**src/rtl/elink_pkg.sv**
```systemverilog
// elink_pkg: shared constants for the elink TX arbitration slice.
// Holds the default packet width, channel indices and FSM state encoding,
// plus a ring-successor helper used by the arbiter pointer logic.
package elink_pkg;

  localparam int PW_DEF = 104;

  // Channel indices; CH_NONE marks an empty output register / no owner.
  localparam logic [1:0] CH_WR   = 2'd0;
  localparam logic [1:0] CH_RD   = 2'd1;
  localparam logic [1:0] CH_RR   = 2'd2;
  localparam logic [1:0] CH_NONE = 2'd3;

  // Arbiter FSM encoding.
  localparam logic [0:0] ST_IDLE = 1'b0;
  localparam logic [0:0] ST_HOLD = 1'b1;

  // Next channel in ring order wr -> rd -> rr -> wr.
  function automatic logic [1:0] ch_next(input logic [1:0] ch);
    logic [1:0] nxt;
    case (ch)
      CH_WR:   nxt = CH_RD;
      CH_RD:   nxt = CH_RR;
      default: nxt = CH_WR;
    endcase
    return nxt;
  endfunction

endpackage

```
**src/rtl/elink_rr_pick3.sv**
```systemverilog
// elink_rr_pick3: 3-way ring priority picker, one-hot grant.
// Latency: purely combinational.
// Backpressure: none; gnt is zero when no request is present.
// Ports: req[2:0] requests (bit = channel), ptr[1:0] first channel to look at
//        (3 is treated as wr), gnt[2:0] one-hot winner.
module elink_rr_pick3 (
  input  logic [2:0] req,
  input  logic [1:0] ptr,
  output logic [2:0] gnt
);

  always_comb begin
    gnt = 3'b000;
    case (ptr)
      2'd1: begin
        if      (req[1]) gnt = 3'b010;
        else if (req[2]) gnt = 3'b100;
        else if (req[0]) gnt = 3'b001;
      end
      2'd2: begin
        if      (req[2]) gnt = 3'b100;
        else if (req[0]) gnt = 3'b001;
        else if (req[1]) gnt = 3'b010;
      end
      default: begin
        if      (req[0]) gnt = 3'b001;
        else if (req[1]) gnt = 3'b010;
        else if (req[2]) gnt = 3'b100;
      end
    endcase
  end

endmodule

```
**src/rtl/elink_tx_arbiter.sv**
```systemverilog
// elink_tx_arbiter: shares the elink TX packet port between txwr, txrd, txrr.
// Latency: accepted packet is on out_* the next cycle; 1 packet/cycle sustained.
// Backpressure: out_wait freezes the output register and raises every *_wait.
// Ports: clock/reset (async active-low); per channel X in {wr,rd,rr}:
//        X_access/X_packet in, X_wait out; out_access/out_packet registered
//        to the serializer, out_wait from it; grant_id owner of out register.
module elink_tx_arbiter
  import elink_pkg::*;
#(
  parameter int PW        = PW_DEF,
  parameter int MAX_BURST = 8,
  parameter int RR_PRIO   = 1
) (
  input  logic          clock,
  input  logic          reset,
  input  logic          wr_access,
  input  logic [PW-1:0] wr_packet,
  output logic          wr_wait,
  input  logic          rd_access,
  input  logic [PW-1:0] rd_packet,
  output logic          rd_wait,
  input  logic          rr_access,
  input  logic [PW-1:0] rr_packet,
  output logic          rr_wait,
  output logic          out_access,
  output logic [PW-1:0] out_packet,
  input  logic          out_wait,
  output logic [1:0]    grant_id
);

  localparam logic [7:0] MAXB = 8'(MAX_BURST);

  logic [0:0]    state;
  logic [1:0]    owner;
  logic [1:0]    ptr;
  logic [7:0]    burst_cnt;

  logic          load;
  logic [3:0]    req4;
  logic          owner_req;
  logic          others_req;
  logic          keep;
  logic [1:0]    pick_ptr;
  logic [2:0]    gnt;
  logic [1:0]    pick_id;
  logic [1:0]    grant_nxt;
  logic [PW-1:0] sel_pkt;

  // Output register can take a new packet this cycle.
  assign load = ~out_access | ~out_wait;

  // Padded so owner==CH_NONE indexes a constant zero.
  assign req4       = {1'b0, rr_access, rd_access, wr_access};
  assign owner_req  = (state == ST_HOLD) & req4[owner];
  assign others_req = |(req4[2:0] & ~(3'b001 << owner));
  assign keep       = owner_req & ((burst_cnt < MAXB) | ~others_req);

  // Leaving an owner re-arbitrates from its successor in the same cycle.
  assign pick_ptr = (state == ST_HOLD) ? ch_next(owner) : ptr;

  elink_rr_pick3 u_pick (
    .req (req4[2:0]),
    .ptr (pick_ptr),
    .gnt (gnt)
  );

  always_comb begin
    pick_id = CH_NONE;
    if      (gnt[0]) pick_id = CH_WR;
    else if (gnt[1]) pick_id = CH_RD;
    else if (gnt[2]) pick_id = CH_RR;
  end

  // With RR_PRIO the read-response channel beats everything, including an
  // ongoing wr/rd burst, and its own burst is never cut by the counter.
  always_comb begin
    grant_nxt = pick_id;
    if ((RR_PRIO != 0) && rr_access) grant_nxt = CH_RR;
    else if (keep)                   grant_nxt = owner;
  end

  always_comb begin
    sel_pkt = '0;
    case (grant_nxt)
      CH_WR:   sel_pkt = wr_packet;
      CH_RD:   sel_pkt = rd_packet;
      CH_RR:   sel_pkt = rr_packet;
      default: sel_pkt = '0;
    endcase
  end

  // Waits are held high through reset so no producer sees a transfer.
  assign wr_wait = ~reset | ~load | (grant_nxt != CH_WR);
  assign rd_wait = ~reset | ~load | (grant_nxt != CH_RD);
  assign rr_wait = ~reset | ~load | (grant_nxt != CH_RR);

  // All arbitration state moves only on load cycles, so a stall never ages
  // a burst or shifts the pointer.
  always_ff @(posedge clock or negedge reset) begin
    if (!reset) begin
      out_access <= 1'b0;
      out_packet <= '0;
      grant_id   <= CH_NONE;
      burst_cnt  <= 8'd0;
      ptr        <= CH_WR;
      owner      <= CH_NONE;
      state      <= ST_IDLE;
    end else if (load) begin
      if (grant_nxt != CH_NONE) begin
        out_access <= 1'b1;
        out_packet <= sel_pkt;
        grant_id   <= grant_nxt;
        if ((state == ST_HOLD) && (grant_nxt == owner)) begin
          if (burst_cnt < MAXB) burst_cnt <= burst_cnt + 8'd1;
        end else begin
          if (state == ST_HOLD) ptr <= ch_next(owner);
          owner     <= grant_nxt;
          state     <= ST_HOLD;
          burst_cnt <= 8'd1;
        end
      end else begin
        out_access <= 1'b0;
        grant_id   <= CH_NONE;
        if (state == ST_HOLD) ptr <= ch_next(owner);
        owner      <= CH_NONE;
        state      <= ST_IDLE;
        burst_cnt  <= 8'd0;
      end
    end
  end

endmodule
```
**config.mk**
```make
export PLATFORM = sky130hd
export DESIGN_NAME = elink_tx_arbiter
export DESIGN_NICKNAME = d
export VERILOG_FILES = /design/src/rtl/elink_pkg.sv /design/src/rtl/elink_rr_pick3.sv /design/src/rtl/elink_tx_arbiter.sv
export SDC_FILE = /design/constraint.sdc
export NUM_CORES = 1
export LEC_CHECK = 0
export BUFFER_PORTS_ARGS = -buffer_cell sky130_fd_sc_hd__buf_2
export CAP_MARGIN = 20
export CORE_AREA = 5 5 164 166
export DETAILED_ROUTE_END_ITERATION = 16
export DIE_AREA = 0 0 169 171
export PLACE_DENSITY = 0.58
export SKIP_CTS_REPAIR_TIMING = 1
export SLEW_MARGIN = 15
export SYNTH_ARGS = -nofsm -noshare
export SYNTH_HDL_FRONTEND = slang
export SYNTH_SLANG_ARGS = --single-unit
```
**constraint.sdc**
```tcl
create_clock -name clock -period 3.7 [get_ports clock]
set_clock_uncertainty 0.05 [all_clocks]
set_input_delay 0.37 -clock clock [delete_from_list [all_inputs] [get_ports clock]]
set_output_delay 0.37 -clock clock [all_outputs]
set_load 0.005 [all_outputs]
```
==> results by group, run 1 <==
STA
  • Final hold slack: 0.157 ns
  • Pins Over Slew Limit: 0
  • Worst-margin pin slew: around 0.77 ns
  • Max Clock Freq: about 0.29 GHz
  • Setup violators final: 0
  • Fin. Hold Viols: 0
  • Relative slew slack: a little under 50%
  • RSZ-0062 raised after global routing: no
  • Setup TNS: 0 ns
  • Crit share post-route: between 90 and 100%
  • Min cycle time layout: roughly 3.5 ns

Floorplan
  • Die area: ~0.029 sq mm
  • Core box area: 0.0255 sq mm
  • IO Pins: 428
  • Die X: between 150 and 200 microns
  • Initial cell density of the core: 23.5%
  • Cell row count: 59
  • Die Y-Extent: ~170 microns

Synth
  • Largest family of logic cells by synthesized area: compound AO/OA/AOI/OAI gates
  • Synth top area share: a little under 50%
  • Synth Warn #: 0
  • Ys flop type: dfrtp_1
  • Synth Area per Inst: 10.2 sq um
  • Post-synthesis cell count: just under 600
  • XOR/XNOR Fraction of Synth Area: less than 1%
  • Commonest cells post-synth: dfrtp_1 (116), nor2_1 (112), a221oi_1 (103), o22ai_1 (103), clkbuf_1 (26)
  • Synth top area cells: dfrtp_1 (48%), a221oi_1 (15%), o22ai_1 (11%)
  • Sequential cell area fraction in the yosys report: 50.3%
  • Post-synth EDFFs: 0
  • Most common cell in the netlist: dfrtp_1
  • Number of synthesized register bits: 120
  • Multiplexer share of the synthesized area: under 10%
  • Netlist cell types: 52
  • Ys async rst share: between 90% and 100%
  • Post-Synth Simple-Gate Area: roughly a tenth
  • Area leader, netlist: dfrtp_1
  • Compound-Gate Fraction of Synth Area: 31.8%
  • Cell Area, Synth: 0.00599 sq mm
  • Post-Syn Nets: roughly 910
  • Adder-Cell Fraction of Synth Area: less than 1%

Setup path
  • CP Capture Type: output port
  • CP max stage cell: dfstp_2
  • Req. time, crit path: ~3.3 ns
  • Critical-path cell list: nor2_1 -> mux2_2 -> inv_1 -> ha_1 -> nand2b_1 -> a21oi_1 -> or2_2 -> a21oi_4 -> buf_12 -> nand4_1 -> buf_2
  • Kind of critical path: flop to output port
  • Crit path DAT: 3.08 ns
  • CP max stage delay: roughly 0.60 ns
  • Critical Path Source Type: flop
  • CP max FO: 28

Route
  • Number of nets with antenna violations after routing: 0
  • Vias: about 6700
  • DRC viols: 0
  • Via-to-Cell Ratio: approximately 5.0
  • DRT iter0 DRCs: 378
  • Pre-antenna DRT Iters: 5
  • Post-Route WL: roughly 25000 microns
  • WL per Instance: 18.4 microns

Cells and area
  • Ant. Diodes: 0
  • Final nets: about 1300
  • Fraction of layout cells with a size suffix above 1: between 40% and 50%
  • Area Growth Syn to Fin: 51.4%
  • Fillcell total: roughly 2600

Status
  • Status: complete, no violations

Placement
  • Hpwl dp: approximately 18000 microns
  • IO Port Bufs: between 400 and 500
  • Gp weighted congestion: between 0.8 and 0.9

Clocking
  • CTS tree: done
  • Clk sink count: 120
  • Worst skew pair latency: roughly 0.4 ns
  • Clk root buf: clkbuf_16
  • Longest Clk Path Bufs: 2
  • Clock Pin Slew Worst Setup and Hold Paths: about 0.060 ns
  • H-tree lvl count: 4
  • Cts bufs inserted: 17

GRT
  • Total congestion overflow: 0
  • Pin count of the biggest net entering global routing: about 70
  • First-pass GRT wire length: about 36000 microns
  • Vias in the first global route: 6685
  • Global Route Usage Sum: about 16%
  • Antenna violations before repair: 0

Power and ir drop
  • Power per cell area: around 800 mW/mm^2
  • Worst vdd ir: about 340 uV
  • Leak pwr: ~4.2 nW
  • Total chip power: around 7.3 mW

Hold path
  • Min-Delay Path Class: primary input to flop

Job
  • Number of max-cap violations: 0
-- flip-flops by register name, indices dropped and copies added, names as in the netlist --
name        cells
out_packet    104
burst_cnt       8
grant_id        2
owner           2
ptr             2
out_access      1
state           1
-- where the power goes --
group	total, mW	internal, mW	switching (mW)	leakage [nW]
Combinational	3.19	1.40	1.79	2.55
Sequential	2.32	1.97	0.356	1.37
Clock	1.78	1.16	0.623	0.304
Total	7.29	4.52	2.77	4.22
-- kinds of logic (layout without fill, tap and decap cells) --
kind of cell / count (synthesis) / count (layout)
xor gates and xnor gates: 1 / 1
DFF: 120 / 120
buffers and inverters: 71 / 485
AOI/OAI and AO/OA: 242 / 242
adders and majority gates: 3 / 3
muxes: 8 / 8
and+or+nand+nor: 143 / 143
-- layer usage --
| metal | part of all wire [%] | GRT usage, % |
|---|---|---|
| met5 | 0 | 0 |
| met4 | 1.8 | 4.55 |
| met3 | 7.1 | 4.14 |
| met2 | 50 | 26.3 |
| met1 | 41 | 19.9 |
-- per-stage QoR --
step	area [sq um]	instances	utilization, %	worst slack [ns]
after floorplan	5990	588	-	0.617
after global placement	8390	1301	33.0	0.495
after detailed placement	8390	1301	33.0	0.377
after CTS	9010	1333	35.4	0.0445
after global routing	9060	1337	35.6	0.0103
final	9060	1337	35.6	0.200
-- final timing paths --
path                                    start        endpoint  slack (ns)  cells after the start
worst max-delay path                 owner[1]         wr_wait        0.20                     11
worst min-delay path            rr_packet[27]  out_packet[27]        0.16                      3
worst max register to register       owner[1]  out_packet[33]        0.39                     11
worst min register to register    grant_id[0]     grant_id[0]        0.43                      2
max in group asynchronous               reset  out_packet[81]        2.16                      3
min in group asynchronous               reset  out_packet[76]        0.40                      2
-- layout make-up --
class | instances | area, sq um | area share, %
sequential | 120 | 3010 | 33.2
timing repair buffer | 443 | 2320 | 25.6
clock buffer | 22 | 464 | 5.12
tap | 335 | 419 | 4.63
inverter | 10 | 37.5 | 0.414
multi-input combinational | 397 | 2660 | 29.3
clock inverter | 10 | 153 | 1.68
-- layout by cell type, fill, tap and decap left out, types with 3 or more instances in the layout --
| master | n |
|---|---|
| clkbuf_1 | 3 |
| nand2b_1 | 3 |
| o22ai_1 | 103 |
| buf_2 | 425 |
| bufinv_16 | 4 |
| o21ai_0 | 4 |
| buf_4 | 13 |
| clkinv_2 | 5 |
| nor2b_1 | 5 |
| a221oi_1 | 103 |
| dfrtp_1 | 115 |
| ha_1 | 3 |
| clkbuf_16 | 18 |
| nand3_1 | 6 |
| nor2_1 | 112 |
| dfstp_2 | 4 |
| o21ai_1 | 3 |
| mux2i_1 | 5 |
| a21oi_1 | 4 |
| nand2_1 | 7 |
| buf_12 | 3 |
| inv_1 | 10 |
-- worst max-delay path: cells and delay by family (launching register included) --
kind,cells,cell delay (ns)
AND/OR/NAND/NOR,4,0.74
flip-flops,1,0.60
buffers and inverters,3,0.44
AO/OA/AOI/OAI,2,0.36
multiplexers,1,0.30
adder cells (fa/ha/maj),1,0.21
No activity file was read; power rests on OpenSTA's default activity.
==> run 2: changes to the inputs <==
--- a/config.mk
+++ b/config.mk
@@ -13,2 +13,4 @@
 export PLACE_DENSITY = 0.58
+export RECOVER_POWER = 100
+export SETUP_SLACK_MARGIN = 0.3
 export SKIP_CTS_REPAIR_TIMING = 1
--- a/constraint.sdc
+++ b/constraint.sdc
@@ -4,2 +4,2 @@
 set_output_delay 0.37 -clock clock [all_outputs]
-set_load 0.005 [all_outputs]
+set_load 0.02 [all_outputs]
==> results by group, run 2 (synthesis results as in run 1) <==
Status
  • Failing checks: max-capacitance violations, max-slew violations
  • Status: complete, but fails checks

Setup path
  • FF-to-FF End: ptr[0]
  • Req. time, crit path: 3.28 ns
  • CP max stage cell: o21ai_0
  • CP max stage delay: between 0.6 and 0.7 ns
  • Critical path depth: 8
  • Worst reg2reg startpoint: owner[1]
  • Kind of critical path: flop to output port
  • Crit path DAT: around 2.9 ns
  • CP max FO: 5
  • Worst setup path end: wr_wait
  • CP Capture Type: output port
  • Bufs and invs on worst path: 1
  • Worst setup path startpoint: owner[1]
  • Largest delay contributor family on the critical path: compound AO/OA/AOI/OAI gates
  • Critical Path Source Type: flop
  • Path depth of the worst reg2reg path: 10
  • Reg-to-reg slack, setup: roughly 0.47 ns
  • Critical-path cell list: nand2b_1 -> o21ai_2 -> ha_1 -> nand2b_4 -> o311ai_4 -> o21ai_0 -> nand4_1 -> buf_4

Power and ir drop
  • Psw: between 3 and 4 mW
  • Worst vdd ir: slightly below 400 uV
  • Seq pwr share: between 20% and 30%
  • Clock Power Share: a little under a quarter
  • Combinational share of power: 47.9%
  • Internal Dissipation: between 4 and 5 mW
  • Leak pwr: slightly above 4 nW
  • Switching fraction of total power: about 43%
  • Power per cell area: approximately 900 mW/mm^2

STA
  • Fin. Hold Viols: 0
  • Crit share post-route: between 80% and 90%
  • Max Clock Freq: slightly above 0.3 GHz
  • Relative slew slack: -0.988%
  • Pins Over Slew Limit: 27
  • RSZ-0062 raised after global routing: yes
  • Setup violators final: 0
  • Setup TNS: 0 ns
  • Min cycle time layout: 3.29 ns
  • Worst-margin pin slew: roughly 1.5 ns

Floorplan
  • Die area: slightly below 0.03 sq mm
  • IO Pins: 428
  • Die X: 169 microns
  • Core box area: 0.0255 sq mm
  • Cell row count: a little under 60
  • Initial cell density of the core: a little under a quarter
  • Die Y-Extent: between 150 and 200 microns

Cells and area
  • Fillcell total: 2691
  • Ant. Diodes: 0
  • Commonest non-fill, non-tap cell in the layout: buf_2
  • Fraction of layout cells with a size suffix above 1: 39.6%
  • Top reg by flops: out_packet
  • Multi-input logic area: ~0.0027 sq mm
  • Final nets: roughly 1300
  • Sequential cell area: roughly 0.0030 sq mm
  • Largest registers: out_packet: 104 flops, burst_cnt: 8 flops
  • Max FFs per register: 104
  • Area Growth Syn to Fin: 52.0%
  • Final instance area: about 0.0091 sq mm
  • Commonest cells after routing, fill and taps aside: buf_2 (315), dfrtp_1 (115), clkbuf_1 (113)

Clocking
  • Clock Pin Slew Worst Setup and Hold Paths: about 0.06 ns
  • Clk root buf: clkbuf_16
  • Worst skew pair latency: 0.41 ns
  • H-tree lvl count: 4
  • Longest Clk Path Bufs: 2
  • Cts bufs inserted: 17
  • CTS tree: done
  • Clk sink count: 120

Route
  • DRT iter0 DRCs: ~440
  • Pre-antenna DRT Iters: 5
  • Number of nets with antenna violations after routing: 0
  • WL per Instance: 18.5 microns
  • Via-to-Cell Ratio: slightly above 5
  • DRC viols: 0
  • Vias: 6787
  • Post-Route WL: approximately 25000 microns

GRT
  • Global Route Usage Sum: between 10% and 20%
  • Vias in the first global route: about 6700
  • Antenna violations before repair: 0
  • Pin count of the biggest net entering global routing: slightly below 70
  • First-pass GRT wire length: roughly 36000 microns
  • Total congestion overflow: 0

Placement
  • IO Port Bufs: ~430
  • Hpwl dp: 18100 microns
  • Gp weighted congestion: a little over 0.8
  • DP Area: 0.00839 sq mm

Hold path
  • Min-Delay Path Class: primary input to flop
  • Min-delay src: rr_packet[27]

Job
  • Number of max-cap violations: 1
==> run 2: cell types whose count changed in the layout (fill, tap and decap cells not counted), sizes merged <==
cell and delta:
buf -102, bufinv +2, clkbuf +113, clkinv -2, clkinvlp -1
==> run 2: routing by layer <==
layer / track usage [%] / part of all wire (%) / up-vias
li1: - / - / 3153
met5: 0 / 0 / -
met2: 26.6 / 50 / 350
met4: 4.10 / 2.2 / 0
met1: 19.5 / 40 / 3244
met3: 4.07 / 8.1 / 40
==> run 2: worst min path at each step <==
stage | cells past startpoint | slack, ns | endpoint
final | 3 | 0.16 | out_packet[27]
after global routing | 3 | 0.16 | out_packet[76]
after CTS | 1 | -0.15 | out_packet[76]
after detailed placement | 1 | 0.30 | out_packet[76]
after global placement | 1 | 0.30 | out_packet[76]
after floorplan | 0 | 0.02 | burst_cnt[0]
==> run 2: area by class of cell <==
class	instances	area share [%]
Clock buffer	22	5.10
Clock inverter	9	2.14
Inverter	10	0.412
Multi-Input combinational cell	397	29.6
Sequential cell	120	33.1
Tap cell	335	4.61
Timing Repair Buffer	454	25.1
==> run 2: stage by stage <==
step / hold slack [ns] / setup WS (ns) / power, mW / util (%) / cells
3_3_place_gp: 0.301 / 0.494 / 6.13 / 33.0 / 1301
5_1_grt: 0.157 / 0.146 / 8.65 / 35.7 / 1347
2_1_floorplan: 0.0244 / 0.540 / 4.84 / - / 588
6_report: 0.157 / 0.407 / 8.12 / 35.7 / 1347
4_1_cts: -0.147 / 0.0394 / 8.14 / 35.5 / 1332
3_5_place_dp: 0.301 / 0.401 / 6.20 / 33.0 / 1301
==> run 2: tightest hold or removal path, delay by kind of cell <==
family          cells  cell delay, ns
simple gates        1            0.06
buf+inv             1            0.08
compound gates      1            0.07
==> run 2: power groups by stage <==
stage          clock network, mW  registers (mW)  logic [mW]
2_1_floorplan                  0            3.05        1.80
3_3_place_gp                   0            2.34        3.80
3_5_place_dp                   0            2.34        3.87
4_1_cts                     1.95            2.33        3.86
5_1_grt                     2.00            2.42        4.24
6_report                    1.89            2.34        3.89
==> run 3: changes to the inputs <==
PLACE_DENSITY = 0.6   (was 0.58)
==> results by group, run 3 (synthesis results as in run 1) <==
Clocking
  • Cts bufs inserted: 17
  • Longest Clk Path Bufs: 2
  • CTS tree: done
  • Clk sink count: 120
  • H-tree lvl count: 4
  • Clk root buf: clkbuf_16
  • Worst skew pair latency: 0.40 ns
  • Clock Pin Slew Worst Setup and Hold Paths: 0.06 ns

Power and ir drop
  • Switching fraction of total power: roughly 44%
  • Leak pwr: roughly 4 nW
  • Seq pwr share: 29.3%
  • Internal Dissipation: about 4.5 mW
  • Clock Power Share: 21.9%
  • Power per cell area: 889 mW/mm^2
  • Psw: between 3 and 4 mW
  • Worst vdd ir: 393 uV
  • Total chip power: 8.05 mW
  • Combinational share of power: 48.8%

GRT
  • First-pass GRT wire length: about 36000 microns
  • Vias in the first global route: between 6000 and 7000
  • Global Route Usage Sum: between 10% and 20%
  • Antenna violations before repair: 0
  • Total congestion overflow: 0
  • Pin count of the biggest net entering global routing: approximately 110

Cells and area
  • Commonest non-fill, non-tap cell in the layout: buf_2
  • Fillcell total: 2659
  • Commonest cells after routing, fill and taps aside: buf_2 (316), dfrtp_1 (115), nor2_1 (112)
  • Multi-input logic area: around 0.0027 sq mm
  • Final nets: 1318
  • Top reg by flops: out_packet
  • Area Growth Syn to Fin: 51.3%
  • Sequential cell area: around 0.0030 sq mm
  • Largest registers: out_packet: 104 flops, burst_cnt: 8 flops
  • Ant. Diodes: 0
  • Fraction of layout cells with a size suffix above 1: between 40% and 50%
  • Max FFs per register: roughly 100

Status
  • Failing checks: max-capacitance violations, max-slew violations
  • Status: complete, but fails checks

Setup path
  • Req. time, crit path: between 3 and 4 ns
  • Critical Path Source Type: flop
  • CP max FO: 14
  • Kind of critical path: flop to output port
  • CP Capture Type: output port
  • Crit path DAT: ~3.0 ns

Route
  • Vias: 6767
  • WL per Instance: between 15 and 20 microns
  • DRT iter0 DRCs: 370
  • Via-to-Cell Ratio: 5.03
  • Post-Route WL: about 25000 microns
  • Pre-antenna DRT Iters: 5
  • DRC viols: 0
  • Number of nets with antenna violations after routing: 0

STA
  • Fin. Hold Viols: 0
  • Setup violators final: 0
  • Relative slew slack: -10.3%
  • Setup TNS: 0 ns
  • Setup WS post-layout: between 0.3 and 0.4 ns
  • Worst-margin pin slew: 1.65 ns
  • Final hold slack: 0.163 ns
  • Pins Over Slew Limit: ~130
  • RSZ-0062 raised after global routing: no
  • Min cycle time layout: about 3.4 ns
  • Crit share post-route: 91.1%
  • Max Clock Freq: slightly below 0.3 GHz

Placement
  • Gp weighted congestion: about 0.84
  • IO Port Bufs: between 400 and 500
  • Hpwl dp: between 15000 and 20000 microns
  • Pre-CTS WS: 0.436 ns

Hold path
  • Min-Delay Path Class: primary input to flop

Floorplan
  • Cell row count: roughly 60
  • Core box area: between 0.02 and 0.03 sq mm
  • Die Y-Extent: between 150 and 200 microns
  • Initial cell density of the core: between 20% and 30%
  • Die area: about 0.029 sq mm
  • IO Pins: ~430
  • Die X: 169 microns

Job
  • Number of max-cap violations: 2
-- run 3: cell types whose count changed in the layout (fill, tap and decap cells not counted), sizes merged --
| cell | previous run | this run |
|---|---|---|
| bufinv | 6 | 4 |
| clkbuf | 136 | 135 |
| clkinv | 3 | 4 |
| clkinvlp | 0 | 4 |
| dlygate4sd3 | 1 | 0 |
| buf | 339 | 336 |
-- run 3: through the flow --
stage | cell area (sq um) | cells | utilization [%]
floorplan | 5990 | 588 | -
global placement | 8370 | 1298 | 32.9
detailed placement | 8370 | 1298 | 32.9
CTS | 8990 | 1330 | 35.3
global route | 9050 | 1345 | 35.6
finish | 9050 | 1345 | 35.6
-- run 3: worst max-delay path, cell delays in order, from the launching register on --
cell      delay, ns
dfstp_2        0.61
nor2_1         0.09
mux2_4         0.28
inv_1          0.06
ha_1           0.17
nand2b_4       0.16
a21oi_2        0.10
or2_2          0.34
a21oi_4        0.20
buf_12         0.18
nand4_1        0.10
buf_2          0.25
-- run 3: worst paths after layout --
kind / from / end / slack [ns] / cells past startpoint
max reg2reg: owner[1] / ptr[1] / 0.36 / 11
max in group asynchronous: reset / out_packet[39] / 0.97 / 2
max: owner[1] / wr_wait / 0.33 / 11
min in group asynchronous: reset / out_packet[68] / 0.34 / 1
min reg2reg: grant_id[0] / grant_id[0] / 0.43 / 2
min: rr_packet[27] / out_packet[27] / 0.16 / 3
-- run 3: metal layers --
layer / track usage (%) / vias to the layer above / wire length [microns] / share of wire (%)
met2: 26.4 / 323 / 12800 / 51
met3: 4.00 / 29 / 1900 / 7.5
met4: 4.34 / 0 / 382 / 1.5
li1: - / 3148 / - / -
met5: 0 / - / 0 / 0
met1: 19.4 / 3267 / 10000 / 40
-- run 3: area by class of cell --
type	instances	share of cell area, %
flip-flops and latches	120	33.2
multi-input cells	397	30.0
repair buffers	451	24.8
clock buffers	20	4.93
well taps	335	4.63
clock inverters	12	1.93
inverters	10	0.456
-- run 3: power by group through the flow --
stage / registers [mW] / logic (mW) / clock network (mW)
after floorplan: 3.05 / 1.80 / 0
after global placement: 2.34 / 3.79 / 0
after detailed placement: 2.34 / 3.85 / 0
after CTS: 2.34 / 3.85 / 1.83
after global routing: 2.44 / 4.24 / 1.88
final: 2.36 / 3.93 / 1.77
